## config.mk

```make
export PLATFORM = sky130hd
export DESIGN_NAME = stack_ctrl
export DESIGN_NICKNAME = d
export VERILOG_FILES = /design/src/rtl/stack_pkg.sv /design/src/rtl/stack_ctrl.sv
export SDC_FILE = /design/constraint.sdc
export NUM_CORES = 1
export LEC_CHECK = 0
export CORE_MARGIN = 8
export CORE_UTILIZATION = 35
export CTS_CLUSTER_DIAMETER = 60
export CTS_CLUSTER_SIZE = 16
export DETAILED_ROUTE_END_ITERATION = 6
export PLACE_DENSITY_LB_ADDON = 0.15
export SLEW_MARGIN = 20
export SYNTH_ARGS = -nofsm -noshare
export SYNTH_HDL_FRONTEND = slang
export SYNTH_SLANG_ARGS = --single-unit
```

## constraint.sdc

```tcl
create_clock -name clk -period 2.55 [get_ports clk]
set_clock_uncertainty 0.2 [all_clocks]
set_input_delay 0.765 -clock clk [delete_from_list [all_inputs] [get_ports clk]]
set_output_delay 0.765 -clock clk [all_outputs]
set_load 0.02 [all_outputs]
```

## src/rtl/stack_pkg.sv

```systemverilog
// Shared constants and state encoding for the stack controller and stack memory.
package stack_pkg;

  localparam int unsigned STACK_DEPTH = 8;
  localparam int unsigned STACK_AW    = 3;

  typedef enum logic [1:0] {
    EMPTY   = 2'd0,
    PARTIAL = 2'd1,
    FULL    = 2'd2
  } stack_state_t;

endpackage

```

## src/rtl/stack_ctrl.sv

```systemverilog
// Push/pop controller in front of the stack memory: gates request strobes,
// tracks tos/count/state, and raises sticky overflow/underflow/collision flags.
module stack_ctrl
  import stack_pkg::*;
#(
  parameter int unsigned DEPTH = STACK_DEPTH,
  parameter int unsigned AW    = STACK_AW
) (
  input  logic          clk,
  input  logic          rst,
  input  logic          push_req,
  input  logic          pop_req,
  input  logic          err_clr,
  output logic          pushenbl,
  output logic          popenbl,
  output logic [0:AW-1] tos,
  output logic          stack_full,
  output logic          stack_empty,
  output logic [AW:0]   count,
  output logic          pop_valid,
  output logic          overflow_err,
  output logic          underflow_err,
  output logic          collision_err
);

  localparam int unsigned CW = AW + 1;
  localparam logic [CW-1:0] CNT_LAST = CW'(DEPTH - 1);

  stack_state_t  state, state_nxt;
  logic [AW-1:0] tos_q, tos_nxt;
  logic [CW-1:0] count_nxt;
  logic          ovf_set, unf_set, col_set;

  assign tos = tos_q;

  // State and datapath registers
  always_ff @(posedge clk) begin
    if (rst) begin
      state         <= EMPTY;
      tos_q         <= '0;
      count         <= '0;
      stack_empty   <= 1'b1;
      stack_full    <= 1'b0;
      pop_valid     <= 1'b0;
      overflow_err  <= 1'b0;
      underflow_err <= 1'b0;
      collision_err <= 1'b0;
    end else begin
      state         <= state_nxt;
      tos_q         <= tos_nxt;
      count         <= count_nxt;
      stack_empty   <= (state_nxt == EMPTY);
      stack_full    <= (state_nxt == FULL);
      pop_valid     <= popenbl;
      overflow_err  <= ovf_set | (overflow_err  & ~err_clr);
      underflow_err <= unf_set | (underflow_err & ~err_clr);
      collision_err <= col_set | (collision_err & ~err_clr);
    end
  end

  // Next state, pointer and count; pop takes priority over push
  always_comb begin
    state_nxt = state;
    tos_nxt   = tos_q;
    count_nxt = count;
    if (popenbl) begin
      count_nxt = count - CW'(1);
      // In FULL the pointer already addresses the top entry
      if (state != FULL) tos_nxt = tos_q - AW'(1);
      state_nxt = (count == CW'(1)) ? EMPTY : PARTIAL;
    end else if (pushenbl) begin
      count_nxt = count + CW'(1);
      if (count == CNT_LAST) begin
        state_nxt = FULL;
      end else begin
        tos_nxt   = tos_q + AW'(1);
        state_nxt = PARTIAL;
      end
    end
  end

  // Memory strobes and error detection
  always_comb begin
    popenbl  = ~rst & pop_req & ~stack_empty;
    pushenbl = ~rst & push_req & ~stack_full & ~popenbl;
    ovf_set  = push_req & (state == FULL) & ~popenbl;
    unf_set  = pop_req & (state == EMPTY);
    col_set  = push_req & pop_req & popenbl;
  end

endmodule

```

== After elaboration in Yosys (flattened, before gate mapping) ==
Cells that the tools add are included.
Word-level totals
  bits of input ports: 5
  output and inout port bits: 15
  logic and storage cells: 55
  register bits after elaboration: 15
Cells by class
  reductions and logical operators: 4
  multiplexer cells: 10
  add/sub/neg operators: 4
  eq/ne operators: 7
  bitwise gates (word level): 21
Operators by type and width (number)
  AND 1 bit: 13
  two-way mux 3 bit: 4
  two-way mux 4 bit: 2
  two-way mux 2 bit: 3
  inverter 1 bit: 5
  adder 4 x 1 -> 4 bit, second input constant: 1
  equality test 2 bit, second input constant: 2
  equality test 4 x 1 -> 1 bit, second input constant: 1
  equality test 4 x 3 -> 1 bit, second input constant: 1
  logical NOT 2 bit: 2
  != test 2 bit, second input constant: 2
  subtractor 4 x 1 -> 4 bit, second input constant: 1
  adder 3 x 1 -> 3 bit, second input constant: 1
  OR 1 bit: 3
  AND reduction 3 bit: 1
  subtractor 3 x 1 -> 3 bit, second input constant: 1
  != test 2 x 1 -> 1 bit, second input constant: 1
  nonzero test 2 bit: 1
  two-way mux 1 bit: 1

== Logic depth before layout (Yosys ltp) ==
  depth in word-level cells: 8
  mapped depth: 8
  gate-level depth less buffers: 7

== Worst setup path after synthesis ==
No wires, ideal clock.
  kind: input -> output
  start point: input port pop_req
  end point: output port pushenbl
  arrival time: 1.559 ns
  buffers on the path: 1
  setup slack: 0.026 ns
  required time: 1.585 ns
  stages: 3
  path through: nor2b_1 clkbuf_1 nor3_1
On the way
  word-level cells in the longest chain between the ends: 4
RTL lines
  start, declared: line stack_ctrl.sv:12  | input logic pop_req,
  AND 1 bit (2 in a row): line stack_ctrl.sv:84  | popenbl = ~rst & pop_req & ~stack_empty;
  inverter 1 bit: line stack_ctrl.sv:85  | pushenbl = ~rst & push_req & ~stack_full & ~popenbl;
  AND 1 bit: line stack_ctrl.sv:85
  end, declared: line stack_ctrl.sv:14  | output logic pushenbl,
No other way between the ends.

== Worst setup path after layout ==
Same ends and word-level chain as after synthesis.

==> flow_summary_export.csv <==
group,metric,value,unit
detailed_routing,dr.first_iter.drc_count,25,
hold_path,min_path_type,"flip-flop to flip-flop",
synth,synth_xor_area_share,3.40,%
floorplanning,die_h,63.0,um
synth,synthSimpleGateAreaFrac,30.8,%
global_route,track_usage,10.5,%
hold_path,hold_depth,2,
synth,synth_top_family_by_area,"simple AND/OR/NAND/NOR gates",
synth,synth-edff-count,0,
cells_and_area,area_growth,38.2,%
flow_run,cap_violations,0,
clocking,cts_sinks,15,
status,status,"finished clean",
cells_and_area,post_route_cells_drive_above_1_share,17.1,%
global_route,antenna_found_initial,0,
timing,final_max_slew_viol_count,0,
worst_setup_path,r2r_cells,8,
global_route,grt_max_degree,13,
detailed_routing,post_drt_wl_per_cell,13.0,um
pwr,p_leak,0.434,nW
synth,yosysWarningCount,0,
synth,yosys.area.top_type_share,38.9,%
clocking,cts_tree,"yes",
detailed_routing,first_pass_iters,3,
clocking,path_clk_slew,0.10,ns
worst_setup_path,crit_arrival,1.50,ns
clocking,cts_max_level,1,
cells_and_area,multi_input_area,443,um^2
place,hpwlAfterDp,1.48,mm
synth,yosys.area.top_type,"dfxtp_1",
synth,ys_ff_latch,15,
clocking,cts_hold_buf,0,
synth,synth.most_common_cell,"dfxtp_1",
worst_setup_path,end_kind,"output pin",
synth,synthTopCellsByCount,"dfxtp_1, nor2_1, a21oi_1, nand2_1, nand3_1",
pwr,powerDensity,526,nW/um^2
synth,dominantRegCellSynth,"dfxtp_1",
synth,yosysSeqAreaShare,38.9,%
detailed_routing,via_per_inst,4.91,
clocking,clock-root-buffer,"clkbuf_4",
timing,hold_viol,0,
pwr,ir_drop,0.365,mV
timing,min_period,2.46,ns
clocking,cts_resized,14,
synth,synthMuxAreaShare,2.59,%
clocking,cts_buffers,3,
synth,synthesis.nets,97,
synth,synth.avg_cell_area,8.77,um^2
synth,synth-adder-area-share,6.48,%
detailed_routing,dr_total_vias,712,
synth,syn_area,772,um^2
place,finalWeightedCongestion,0.754,
detailed_routing,ant_nets,0,
cells_and_area,final_cells,145,
synth,netlist_top_cells_area,"dfxtp_1, ha_1, nor2_1",
cells_and_area,finish.utilization,49.7,%
place,pre_cts_slack,-0.576,ns
timing,tightest_slew,0.329,ns
cells_and_area,n_antenna_cell,0,
synth,synth-compound-area-share,13.8,%
floorplanning,io_pins,20,
floorplanning,start_util,35.9,%
synth,synth_cells,88,
worst_setup_path,required,1.59,ns
place,io_buffers,19,
clocking,clk_latency,0.29,ns
floorplanning,core_area,2150,um^2
timing,whs,0.277,ns
timing,slew_headroom,77.9,%
detailed_routing,routed_wl,1.89,mm
cells_and_area,fill_cells,224,
place,place.detailed.instances,141,
timing,setup_viol,0,
timing,timing.setup.tns,0,ns
worst_setup_path,setup.worst_path.start_class,"input pin",
worst_setup_path,cp_max_fo,3,
clocking,cts_setup_buffers,0,
global_route,grt-ovfl-total,0,
floorplanning,fp.dieW,63.0,um
timing,fin_crit_sh,96.5,%
clocking,cts_buffer_depth,2,
timing,rsz0062_at_grt,"false",
synth,ys_types,31,
timing,clock.fmax,406,MHz
cells_and_area,nNetsFinal,127,
worst_setup_path,rrSetupSlack,0.67,ns
worst_setup_path,crit_type,"input pin to output pin",
timing,fin_ws,0.0881,ns
global_route,grt_first_pass_wirelength,3.41,mm
synth,ys_async_sr_fraction,0,%
cells_and_area,seq_area,300,um^2
detailed_routing,drc,0,
floorplanning,dieArea,3960,um^2
floorplanning,rows,17,
global_route,grt_pass1_vias,745,
final timing paths:
path	from	endpoint
min reg2reg	overflow_err	overflow_err
min	overflow_err	overflow_err
max reg2reg	stack_empty	tos[0]
max	pop_req	pushenbl
through the flow:
stage / power [mW] / area, um^2
after CTS: 0.570 / 1070
final: 0.561 / 1070
after detailed placement: 0.427 / 1050
after floorplan: 0.360 / 772
after global routing: 0.595 / 1070
after global placement: 0.424 / 1050
worst max-delay path, stage by stage:
cell and delay [ns]:
dlygate4sd2_1 0.26, nor2b_2 0.16, nor3_1 0.12, buf_2 0.19
cell usage in the layout (no fill, tap or decap):
cell,n
a211oi_1,2
buf_4,11
nor3_1,4
a21oi_1,7
a32oi_2,1
o21ai_0,2
clkdlybuf4s50_1,14
clkinv_2,1
nor2_1,10
nor4_1,1
buf_2,1
a21o_1,2
and3b_1,1
nand3_1,5
dfxtp_1,15
xor2_1,2
nor3b_1,1
mux2i_1,2
nand2b_1,4
or3_1,1
ha_1,4
xnor2_1,1
and3_1,1
nand2_1,6
nor2b_1,3
nor2b_2,1
o21a_1,1
nor3b_4,1
nand4b_1,1
nand3b_1,1
dlygate4sd2_1,3
o211ai_1,1
inv_1,2
clkbuf_4,3
nor3b_2,1
registers in the layout, indices dropped and copies added, names as in the netlist, named ones only:
name	cells
overflow_err	1
collision_err	1
underflow_err	1
state	1
tos	3
stack_full	1
stack_empty	1
pop_valid	1
count	4
cells by family after synthesis:
family | count (synthesis)
compound gates | 16
xor+xnor | 3
fa+ha+maj | 4
buf+inv | 6
flops | 15
mux | 2
simple gates | 42
metal layers:
metal / vias to the layer above / global-route usage [%] / wire [um]
met3: 5 / 3.41 / 71
met1: 333 / 11.3 / 850
met4: 0 / 5.98 / 40
li1: 363 / - / -
met5: - / 0 / 0
met2: 11 / 17.7 / 928
report_power, final:
group / switching [mW] / total (mW) / internal (mW) / leakage, nW
clock network: 0.0853 / 0.144 / 0.0584 / 0.0177
registers: 0.0200 / 0.271 / 0.251 / 0.123
logic: 0.0729 / 0.146 / 0.0735 / 0.294
total: 0.178 / 0.561 / 0.383 / 0.434
final cells by class:
type | count | share of cell area [%]
Clock buffer | 3 | 2.11
Clock inverter | 1 | 0.469
Inverter | 2 | 0.703
Multi-Input combinational cell | 67 | 41.5
Sequential cell | 15 | 28.1
Tap cell | 28 | 3.28
Timing Repair Buffer | 29 | 23.8
Note: power is estimated with default switching activity, not from simulation.
